**src/rtl/dm_access_unit_if.sv**
```systemverilog
// Data-memory bus between dm_access_unit (master) and the memory (slave).
// Carries the registered request/write-enable/address/lane signals and the
// grant, read-valid and read-data responses.
interface dm_access_unit_if;
  logic        dm_req;
  logic        dm_we;
  logic [29:0] dm_addr;
  logic [3:0]  dm_be;
  logic [31:0] dm_wdata;
  logic        dm_gnt;
  logic        dm_rvalid;
  logic [31:0] dm_rdata;

  modport master (
    output dm_req, dm_we, dm_addr, dm_be, dm_wdata,
    input  dm_gnt, dm_rvalid, dm_rdata
  );

  modport slave (
    input  dm_req, dm_we, dm_addr, dm_be, dm_wdata,
    output dm_gnt, dm_rvalid, dm_rdata
  );
endinterface

```
**src/rtl/dm_access_unit.sv**
```systemverilog
// MEM-stage data-memory access unit. It turns a load/store from the EXE/MEM
// register into a req/gnt/rvalid bus transaction, stalls the pipeline while
// the access is in flight, places store data on byte lanes and extends load
// data.
// Optional feature: define DM_MISALIGN_CHECK_EN to add the misalign output
// and skip the bus for misaligned half/word accesses.
module dm_access_unit (
  input  logic             clk,
  input  logic             rst,
  input  logic             MEM_DmWr,
  input  logic [1:0]       MEM_WbSel,
  input  logic [31:0]      MEM_AluOut,
  input  logic [31:0]      MEM_OutB,
  input  logic [1:0]       MEM_SaveType,
  input  logic [31:0]      MEM_Instr,
  dm_access_unit_if.master dm,
  output logic             mem_stall,
  output logic [31:0]      MEM_LoadData,
  output logic             MEM_LoadValid
`ifdef DM_MISALIGN_CHECK_EN
  ,
  output logic             misalign
`endif
);

  typedef enum logic [1:0] {IDLE, REQ, WAIT, DONE} state_t;
  typedef enum logic [2:0] {LD_LB, LD_LBU, LD_LH, LD_LHU, LD_LW} load_t;

  state_t      state, state_next;
  load_t       ld_type, ld_type_q;
  logic        is_store, is_load, op_valid, skip_req;
  logic        is_load_q;
  logic [1:0]  lo_addr_q;
  logic [3:0]  st_be;
  logic [31:0] st_wdata;
  logic [7:0]  rd_byte;
  logic [15:0] rd_half;
  logic [31:0] rd_ext;
  logic        unused_instr;

  // A store wins when both the store and load markers are set.
  assign is_store     = MEM_DmWr;
  assign is_load      = !MEM_DmWr && (MEM_WbSel == 2'b01);
  assign op_valid     = is_store || is_load;
  assign unused_instr = ^MEM_Instr[25:0];

  // Stall while an access is pending or in flight; never during reset.
  assign mem_stall = !rst && ((state == REQ) || (state == WAIT) ||
                              ((state == IDLE) && op_valid));

  // Decode the load flavour from the opcode; unknown opcodes behave as lw.
  always_comb begin
    // NOTE: every always_comb output gets a default first, so no latch.
    ld_type = LD_LW;
    case (MEM_Instr[31:26])
      6'h20:   ld_type = LD_LB;
      6'h24:   ld_type = LD_LBU;
      6'h21:   ld_type = LD_LH;
      6'h25:   ld_type = LD_LHU;
      default: ld_type = LD_LW;
    endcase
  end

`ifdef DM_MISALIGN_CHECK_EN
  // Flag half accesses on odd addresses and word accesses off a word boundary.
  always_comb begin
    skip_req = 1'b0;
    if (is_store) begin
      case (MEM_SaveType)
        2'b00:   skip_req = |MEM_AluOut[1:0];
        2'b01:   skip_req = MEM_AluOut[0];
        default: skip_req = 1'b0;
      endcase
    end else if (is_load) begin
      case (ld_type)
        LD_LH, LD_LHU: skip_req = MEM_AluOut[0];
        LD_LW:         skip_req = |MEM_AluOut[1:0];
        default:       skip_req = 1'b0;
      endcase
    end
  end
`else
  assign skip_req = 1'b0;
`endif

  // Store byte enables and lane-replicated write data.
  always_comb begin
    st_be    = 4'b0000;
    st_wdata = MEM_OutB;
    case (MEM_SaveType)
      2'b00: st_be = 4'b1111;
      2'b01: begin
        st_be    = MEM_AluOut[1] ? 4'b1100 : 4'b0011;
        st_wdata = {2{MEM_OutB[15:0]}};
      end
      2'b10: begin
        st_be    = 4'b0001 << MEM_AluOut[1:0];
        st_wdata = {4{MEM_OutB[7:0]}};
      end
      default: st_be = 4'b0000;
    endcase
  end

  // Pick the addressed byte/half of the read word and extend it.
  always_comb begin
    rd_byte = dm.dm_rdata[7:0];
    case (lo_addr_q)
      2'd1:    rd_byte = dm.dm_rdata[15:8];
      2'd2:    rd_byte = dm.dm_rdata[23:16];
      2'd3:    rd_byte = dm.dm_rdata[31:24];
      default: rd_byte = dm.dm_rdata[7:0];
    endcase
    rd_half = lo_addr_q[1] ? dm.dm_rdata[31:16] : dm.dm_rdata[15:0];
    case (ld_type_q)
      LD_LB:   rd_ext = {{24{rd_byte[7]}}, rd_byte};
      LD_LBU:  rd_ext = {24'h0, rd_byte};
      LD_LH:   rd_ext = {{16{rd_half[15]}}, rd_half};
      LD_LHU:  rd_ext = {16'h0, rd_half};
      default: rd_ext = dm.dm_rdata;
    endcase
  end

  // Next-state logic; stray gnt/rvalid only matter in REQ/WAIT.
  always_comb begin
    state_next = state;
    case (state)
      IDLE: if (op_valid) state_next = skip_req ? DONE : REQ;
      REQ:  if (dm.dm_gnt) state_next = is_load_q ? WAIT : DONE;
      WAIT: if (dm.dm_rvalid) state_next = DONE;
      DONE: state_next = IDLE;
      default: state_next = IDLE;
    endcase
  end

  // State register.
  always_ff @(posedge clk) begin
    // NOTE: sequential state uses non-blocking assignments only.
    if (rst) state <= IDLE;
    else     state <= state_next;
  end

  // Bus outputs, captured operation and load result registers.
  always_ff @(posedge clk) begin
    if (rst) begin
      dm.dm_req     <= 1'b0;
      dm.dm_we      <= 1'b0;
      dm.dm_addr    <= '0;
      dm.dm_be      <= '0;
      dm.dm_wdata   <= '0;
      is_load_q     <= 1'b0;
      ld_type_q     <= LD_LW;
      lo_addr_q     <= '0;
      MEM_LoadData  <= '0;
      MEM_LoadValid <= 1'b0;
`ifdef DM_MISALIGN_CHECK_EN
      misalign      <= 1'b0;
`endif
    end else begin
      MEM_LoadValid <= 1'b0;
`ifdef DM_MISALIGN_CHECK_EN
      misalign      <= 1'b0;
`endif
      case (state)
        IDLE: if (op_valid) begin
          dm.dm_req   <= !skip_req;
          dm.dm_we    <= is_store && !skip_req;
          dm.dm_addr  <= MEM_AluOut[31:2];
          dm.dm_be    <= is_store ? st_be : 4'b1111;
          dm.dm_wdata <= is_store ? st_wdata : 32'h0;
          is_load_q   <= is_load;
          ld_type_q   <= ld_type;
          lo_addr_q   <= MEM_AluOut[1:0];
`ifdef DM_MISALIGN_CHECK_EN
          misalign    <= skip_req;
`endif
        end
        REQ: if (dm.dm_gnt) begin
          dm.dm_req <= 1'b0;
          dm.dm_we  <= 1'b0;
        end
        WAIT: if (dm.dm_rvalid) begin
          MEM_LoadData  <= rd_ext;
          MEM_LoadValid <= 1'b1;
        end
        default: ;
      endcase
    end
  end

endmodule
```
**src/flat_wrapper.sv**
```systemverilog
// flat-port wrapper written by rule: the top's interface ports become plain ports
module dm_access_unit_flat 
  (clk, rst, MEM_DmWr, MEM_WbSel, MEM_AluOut, MEM_OutB, MEM_SaveType, MEM_Instr, mem_stall, MEM_LoadData, MEM_LoadValid, dm_dm_req, dm_dm_we, dm_dm_addr, dm_dm_be, dm_dm_wdata, dm_dm_gnt, dm_dm_rvalid, dm_dm_rdata);
  dm_access_unit_if dm_i ();
  input  logic clk;
  input  logic rst;
  input  logic MEM_DmWr;
  input  logic [1:0] MEM_WbSel;
  input  logic [31:0] MEM_AluOut;
  input  logic [31:0] MEM_OutB;
  input  logic [1:0] MEM_SaveType;
  input  logic [31:0] MEM_Instr;
  output logic mem_stall;
  output logic [31:0] MEM_LoadData;
  output logic MEM_LoadValid;
  output wire logic [$bits(dm_i.dm_req)-1:0] dm_dm_req;
  output wire logic [$bits(dm_i.dm_we)-1:0] dm_dm_we;
  output wire logic [$bits(dm_i.dm_addr)-1:0] dm_dm_addr;
  output wire logic [$bits(dm_i.dm_be)-1:0] dm_dm_be;
  output wire logic [$bits(dm_i.dm_wdata)-1:0] dm_dm_wdata;
  input wire logic [$bits(dm_i.dm_gnt)-1:0] dm_dm_gnt;
  input wire logic [$bits(dm_i.dm_rvalid)-1:0] dm_dm_rvalid;
  input wire logic [$bits(dm_i.dm_rdata)-1:0] dm_dm_rdata;
  assign dm_dm_req = dm_i.dm_req;
  assign dm_dm_we = dm_i.dm_we;
  assign dm_dm_addr = dm_i.dm_addr;
  assign dm_dm_be = dm_i.dm_be;
  assign dm_dm_wdata = dm_i.dm_wdata;
  assign dm_i.dm_gnt = dm_dm_gnt;
  assign dm_i.dm_rvalid = dm_dm_rvalid;
  assign dm_i.dm_rdata = dm_dm_rdata;
  dm_access_unit u_core (.clk(clk), .rst(rst), .MEM_DmWr(MEM_DmWr), .MEM_WbSel(MEM_WbSel), .MEM_AluOut(MEM_AluOut), .MEM_OutB(MEM_OutB), .MEM_SaveType(MEM_SaveType), .MEM_Instr(MEM_Instr), .dm(dm_i), .mem_stall(mem_stall), .MEM_LoadData(MEM_LoadData), .MEM_LoadValid(MEM_LoadValid));
endmodule
```
**config.mk**
```make
export PLATFORM = sky130hd
export DESIGN_NAME = dm_access_unit_flat
export DESIGN_NICKNAME = d
export VERILOG_FILES = /design/src/rtl/dm_access_unit_if.sv /design/src/rtl/dm_access_unit.sv /design/src/flat_wrapper.sv
export SDC_FILE = /design/constraint.sdc
export NUM_CORES = 1
export LEC_CHECK = 0
export BUFFER_PORTS_ARGS = -buffer_cell sky130_fd_sc_hd__buf_2
export CELL_PAD_IN_SITES_DETAIL_PLACEMENT = 0
export CELL_PAD_IN_SITES_GLOBAL_PLACEMENT = 2
export CORE_UTILIZATION = 22
export CTS_CLUSTER_DIAMETER = 50
export DETAILED_ROUTE_END_ITERATION = 6
export PLACE_DENSITY = 0.8
export SYNTH_ARGS = -nofsm -noshare
export SYNTH_HDL_FRONTEND = slang
export SYNTH_SLANG_ARGS = --single-unit
```
**constraint.sdc**
```tcl
create_clock -name clk -period 1.75 [get_ports clk]
set_clock_uncertainty 0.15 [all_clocks]
set_input_delay 0.175 -clock clk [delete_from_list [all_inputs] [get_ports clk]]
set_output_delay 0.175 -clock clk [all_outputs]
set_load 0.01 [all_outputs]
```
Word level (Yosys, flattened, before mapping):

Cells that the tools add are included.

* shift operators: 1
* equality and inequality tests: 19
* bitwise logic cells: 1
* reductions and logical operators: 17
* mux-type cells: 20

Operators by type and width (number)
* 32-bit one-hot mux with 4 select lines: 1
* 32-bit one-hot mux with 2 select lines: 1
* 32-bit 2-to-1 mux: 1
* 6-bit equality test (second input constant): 4
* 8-bit one-hot mux with 3 select lines: 1
* 16-bit 2-to-1 mux: 1
* 3-bit one-hot mux with 4 select lines: 1
* 4-bit one-hot mux with 3 select lines: 1
* 2-bit equality test (second input constant): 5
* 2-bit by 1-bit equality test with 1-bit output (second input constant): 4
* 4-bit 2-to-1 mux: 2
* 2-bit one-hot mux with 4 select lines: 1
* 3-bit by 2-bit equality test with 1-bit output (second input constant): 2
* 2-bit 2-to-1 mux: 3
* 3-bit AND reduction: 2
* 1-bit 2-to-1 mux: 5
* 2-bit logical NOT: 2
* 2-bit != test (second input constant): 2
* 1-bit one-hot mux with 2 select lines: 2
* 2-bit AND reduction: 2
* 1-bit by 2-bit left shift with 4-bit output (first input constant): 1
* 3-bit by 1-bit equality test with 1-bit output (second input constant): 1
* 1-bit logical AND: 3
* 3-bit logical NOT: 1
* 6 further kinds: 9

* logic and storage cells: 69
* input bits: 137
* register bits: 109
* output and inout bits: 102

Depth between registers and ports, before layout:

* depth after elaboration: 6
* depth in mapped cells: 8
* depth with buffers taken out: 6

Least setup slack after synthesis:

Ideal clock, no wire load.

* kind: register to register
* start: register u_core.state[0]
* end: register u_core.dm.dm_wdata[16]
* data arrival time: 1.482 ns
* clock period less this slack: 1.760 ns
* path buffers: 2
* path slack: -0.010 ns
* data required time: 1.472 ns
* setup time: 0.128 ns
* stages on the path, launching flop included: 8
* cell sequence: dfxtp_1 inv_1 ha_1 clkbuf_1 o21ai_1 buf_2 a222oi_1 nor2_1

* longest elaborated chain between the ends: 2

RTL lines
* from (decl): RTL line dm_access_unit.sv:29 `state_t state, state_next;`
* from (signal assigned): RTL line dm_access_unit.sv:139 `else state <= state_next;`
* 2-bit logical NOT: RTL line dm_access_unit.sv:163 `case (state)`
* 2-bit AND reduction (no source line)
* to (signal assigned): RTL line dm_access_unit.sv:169 `dm.dm_wdata <= is_store ? st_wdata : 32'h0;`
* to (decl): RTL line dm_access_unit_if.sv:15 `output dm_req, dm_we, dm_addr, dm_be, dm_wdata,`

No other way between the ends.
A chain may end at the register's enable or synchronous reset.

Worst setup path in the final report:

* start: register u_core.lo_addr_q[0]
* end: register u_core.MEM_LoadData[25]

* longest elaborated chain between the ends: 3
* elaborated cells between the ends (all ways): 5
* those cells by class: eq/ne: 3; mux: 2

RTL lines
* from (decl): RTL line dm_access_unit.sv:33 `logic [1:0] lo_addr_q;`
* from (signal assigned): RTL line dm_access_unit.sv:172 `lo_addr_q <= MEM_AluOut[1:0];`
* 2-bit equality test or 2-bit by 1-bit equality test with 1-bit output (tied branches): RTL line dm_access_unit.sv:107 `case (lo_addr_q)`
* 8-bit one-hot mux with 3 select lines *: RTL line dm_access_unit.sv:107
* 32-bit one-hot mux with 4 select lines *: RTL line dm_access_unit.sv:114 `case (ld_type_q)`
* to (signal assigned): RTL line dm_access_unit.sv:182 `MEM_LoadData <= rd_ext;`
* to (decl): RTL line dm_access_unit.sv:18 `output logic [31:0] MEM_LoadData,`

Mark *: on every way between the ends. The rest lies on a longest branch, timed or not.

==> flow_metrics.py <==
metrics = {
    "outcome": {
        "result_of_the_run": "finished, final reports clean",
    },
    "setup_path": {
        "worst-r2r-setup-slack_ns": 0.02,
        "worst-r2r-cell-count": 4,
        "cp_cell_sequence": "or4_4 > a31oi_4 > clkbuf_16 > a211oi_2",
        "critPathMaxStageDelay_ns": 0.53,
        "worst_r2r_endpoint": "u_core.MEM_LoadData[25]",
        "crit_path_max_fanout": 8,
        "worstSetupPathType": "register to register",
        "endpoint_kind": "register",
        "critical-path-slowest-cell": "sky130_fd_sc_hd__or4_4",
        "cp.arrival_ns": 1.81,
        "crit_buf_inv": 1,
        "worst_r2r_startpoint": "u_core.lo_addr_q[0]",
        "kind_of_start_point_of_the_critical_path": "register",
        "crit_required_ns": 1.84,
        "critPathTopFamily": "simple AND/OR/NAND/NOR gates",
    },
    "clocking": {
        "htree_num_levels": 3,
        "tritoncts_clock_tree": "done",
        "cts.reportedPaths.clkPinSlew_ns": 0.08,
        "insertion_delay_ns": 0.36,
        "cts_max_path_buffers": 2,
        "cts.root.buffer_cell": "sky130_fd_sc_hd__clkbuf_16",
        "cts_made_buffers": 9,
        "clock-sinks": 109,
    },
    "global_route": {
        "use_met1_pct": 19.9,
        "grt.busiest_layer": "met2",
        "via_count_of_the_first_global_routing_pass": 4969,
        "grt_antenna_before_repair": 1,
        "grt.met2_usage_pct": 25.6,
        "track_usage_pct": 15.7,
        "overflow": 0,
        "grt_start_max_net_pins": 34,
        "grt_pass1_wl_mm": 26.9,
        "met3_routing_resource_usage_after_global_routing_pct": 4.77,
    },
    "place": {
        "dp.final_hpwl_mm": 12.5,
        "globalplace.congestion": 0.764,
        "numPortBuffers": 212,
        "dpl_cell_area_sq_um": 6380,
        "detailedPlace.worstSlack_ns": -0.0337,
    },
    "cells_and_area": {
        "area_growth_syn_to_layout_pct": 63.9,
        "nNetsFinal": 1025,
        "finalInstanceArea_sq_um": 7770,
        "final_layout_size_suffix_gt1_share_pct": 36.8,
        "number_of_filler_cells_placed_in_the_layout": 2245,
    },
    "sta": {
        "finalWorstSetupSlack_ns": 0.0242,
        "worst_pin_slew_ns": 0.606,
        "min_period_over_period_pct": 98.6,
        "final.min_clock_period_ns": 1.73,
        "unrepaired_setup_endpoints_after_global_routing": "true",
        "fmaxAchievable_mhz": 579,
        "hold_viol_final": 0,
        "timing.max_slew.rel_slack_pct": 59.0,
        "setup_violations": 0,
        "drv_slew": 0,
    },
    "drt": {
        "route.final.wire_length_mm": 18.5,
        "post-route-drc-count": 0,
        "vias_per_cell": 4.57,
        "detail_route.wl_per_cell_um": 15.9,
        "firstDrtPassIters": 5,
        "via_count": 5319,
        "postRouteAntennaNets": 0,
        "initialDrtViolationCount": 277,
    },
    "flow_run": {
        "number_of_violations_of_the_max_capacitance_limit": 0,
    },
    "die": {
        "initial_core_util_pct": 22.5,
        "io_pins": 239,
        "fp.dieH_um": 149,
        "horizontal_extent_of_the_die_um": 149,
        "number_of_rows_in_the_core_area": 53,
        "dieArea_sq_um": 22100,
        "core_sq_um": 21100,
    },
    "logic_synthesis": {
        "syn-cell-area_sq_um": 4740,
        "synth_top_cell_area_share_pct": 46.0,
        "synth.net_count": 714,
        "synth-seq-area-share_pct": 46.0,
        "ys_dominant_reg_cell": "sky130_fd_sc_hd__dfxtp_1",
        "synthDominantAreaCellType": "sky130_fd_sc_hd__dfxtp_1",
        "synth.distinct_cells": 45,
        "synth_enable_flop_cells": 0,
        "yosys_register_bits": 109,
        "ys_warn_count": 0,
        "postSynthAreaPerCell_sq_um": 8.31,
        "netlist_instances": 570,
        "synth_area_leaders": "sky130_fd_sc_hd__dfxtp_1 (46%), sky130_fd_sc_hd__nand2_1 (9.2%), sky130_fd_sc_hd__a21oi_1 (8.1%), sky130_fd_sc_hd__nor2_1 (4.6%), sky130_fd_sc_hd__a22oi_1 (4.0%)",
        "synth-async-reset-ratio_pct": 0,
    },
    "min_path": {
        "class_of_the_most_critical_hold_timing_path": "input pin to register",
        "min_from": "MEM_OutB[10]",
        "worst_hold_path.num_cells": 3,
        "timing.hold.worst_endpoint": "u_core.dm.dm_wdata[10]",
    },
    "pwr": {
        "power_after_layout_mw": 9.85,
        "total_leakage_power_nw": 3.42,
        "vdd_ir_drop_max_uv": 509,
        "power_per_cell_area_nw_per_um2": 1270,
    },
}
==> per-layer routing <==
layer  share of wire [%]  up-vias  wire (um)
met4                 1.5        0        274
met3                 7.1       18       1310
met2                  46      167       8500
met5                   0        -          0
met1                  46     2477       8440
li1                    -     2657          -
==> final cells by class <==
type | count | area, sq um | share of cell area, %
repair buffers | 345 | 2450 | 31.6
well taps | 275 | 344 | 4.43
diodes | 4 | 10.0 | 0.129
inverters | 10 | 37.5 | 0.483
multi-input cells | 406 | 2450 | 31.6
clock buffers | 11 | 243 | 3.12
flip-flops and latches | 109 | 2200 | 28.3
clock inverters | 5 | 33.8 | 0.435
==> report_power, final <==
group	switching, mW	internal [mW]	total [mW]
Combinational	2.45	2.06	4.51
Clock	0.994	1.01	2.00
Sequential	0.299	3.04	3.33
==> logic make-up (layout without fill, tap and decap cells) <==
family | count (synthesis) | after routing | synth area share [%]
adder cells (fa/ha/maj) | 7 | 7 | 1.85
flip-flops | 109 | 109 | 46.0
other | 0 | 4 | 0
AND/OR/NAND/NOR | 193 | 193 | 16.5
buffers and inverters | 57 | 371 | 5.02
AO/OA/AOI/OAI | 200 | 202 | 29.5
multiplexers | 4 | 4 | 1.14
==> worst max path at each step <==
stage                             start                      end  slack, ns  depth (start not counted)
CTS                     u_core.state[1]                mem_stall      -0.03                          7
finish              u_core.lo_addr_q[0]  u_core.MEM_LoadData[25]       0.02                          4
detailed placement      MEM_SaveType[1]   u_core.dm.dm_wdata[22]      -0.03                          7
global placement        u_core.state[0]   u_core.dm.dm_wdata[20]     -0.005                          6
floorplan           u_core.lo_addr_q[1]  u_core.MEM_LoadData[10]       0.05                          4
global route            u_core.state[0]   u_core.dm.dm_wdata[27]      -0.04                          8
==> flip-flops by register name, summed over array words and instances (netlist names) <==
name,cells
u_core.dm.dm_we,1
u_core.ld_type_q,3
u_core.dm.dm_be,4
u_core.is_load_q,1
u_core.MEM_LoadData,32
u_core.dm.dm_req,1
u_core.lo_addr_q,2
u_core.dm.dm_addr,30
u_core.dm.dm_wdata,32
u_core.state,2
u_core.MEM_LoadValid,1
==> placed cells by master (no fill, tap or decap), types with 3 or more instances in the layout <==
master                          instances
sky130_fd_sc_hd__a311o_1                6
sky130_fd_sc_hd__a222oi_1               7
sky130_fd_sc_hd__dlygate4sd3_1         81
sky130_fd_sc_hd__a21oi_2                4
sky130_fd_sc_hd__nor2_1                55
sky130_fd_sc_hd__a22oi_1               24
sky130_fd_sc_hd__buf_4                 36
sky130_fd_sc_hd__ha_1                   6
sky130_fd_sc_hd__a211oi_1              16
sky130_fd_sc_hd__clkbuf_16             13
sky130_fd_sc_hd__a21oi_1               74
sky130_fd_sc_hd__a211oi_2              16
sky130_fd_sc_hd__nand2b_1               3
sky130_fd_sc_hd__dfxtp_1              104
sky130_fd_sc_hd__buf_2                211
sky130_fd_sc_hd__dfxtp_4                3
sky130_fd_sc_hd__nor2b_1                6
sky130_fd_sc_hd__nand2_1              115
sky130_fd_sc_hd__o21ai_0               23
sky130_fd_sc_hd__inv_1                  8
sky130_fd_sc_hd__buf_6                  5
sky130_fd_sc_hd__diode_2                4
sky130_fd_sc_hd__a22o_1                 9
sky130_fd_sc_hd__buf_12                 8
==> worst reg2reg max path: cells and delay by family (launching register included) <==
kind                   cells  cell delay, ns
AND/OR/NAND/NOR            1            0.53
flip-flops                 1            0.38
AO/OA/AOI/OAI              2            0.33
buffers and inverters      1            0.22
==> timing repair <==
| item | in CTS | in global routing |
|---|---|---|
| resized for setup | 9 | 29 |
| setup endpoints to repair | 30 | 81 |
| hold buffers | 81 | 0 |
| pin swaps | 1 | 8 |
| setup buffers | 3 | 4 |
| hold endpoints to repair | 81 | 0 |
| gates cloned | 0 | 7 |
==> Yosys cell counts (3+ instances only) <==
master / n
sky130_fd_sc_hd__nand2_1: 116
sky130_fd_sc_hd__dfxtp_1: 109
sky130_fd_sc_hd__a21oi_1: 77
sky130_fd_sc_hd__nor2_1: 58
sky130_fd_sc_hd__clkbuf_1: 33
sky130_fd_sc_hd__a22oi_1: 25
sky130_fd_sc_hd__o21ai_0: 24
sky130_fd_sc_hd__a211oi_1: 22
sky130_fd_sc_hd__a211oi_2: 10
sky130_fd_sc_hd__buf_2: 10
sky130_fd_sc_hd__inv_1: 10
sky130_fd_sc_hd__a22o_1: 9
sky130_fd_sc_hd__a222oi_1: 7
sky130_fd_sc_hd__ha_1: 7
sky130_fd_sc_hd__a311o_1: 6
sky130_fd_sc_hd__nor2b_1: 6
sky130_fd_sc_hd__nand2b_1: 3
==> stage by stage <==
step / std cells / util [%] / hold slack (ns) / setup TNS [ns]
final: 1165 / 36.8 / 0.00248 / 0
after global routing: 1162 / 36.8 / 0.0118 / -0.419
after CTS: 1151 / 35.6 / 0.000390 / -0.0328
after detailed placement: 1051 / 30.2 / 0.273 / -0.303
after global placement: 1051 / 30.2 / 0.265 / -0.0150
after floorplan: 570 / - / 0.161 / 0
Power figures use the tool's default switching activity.
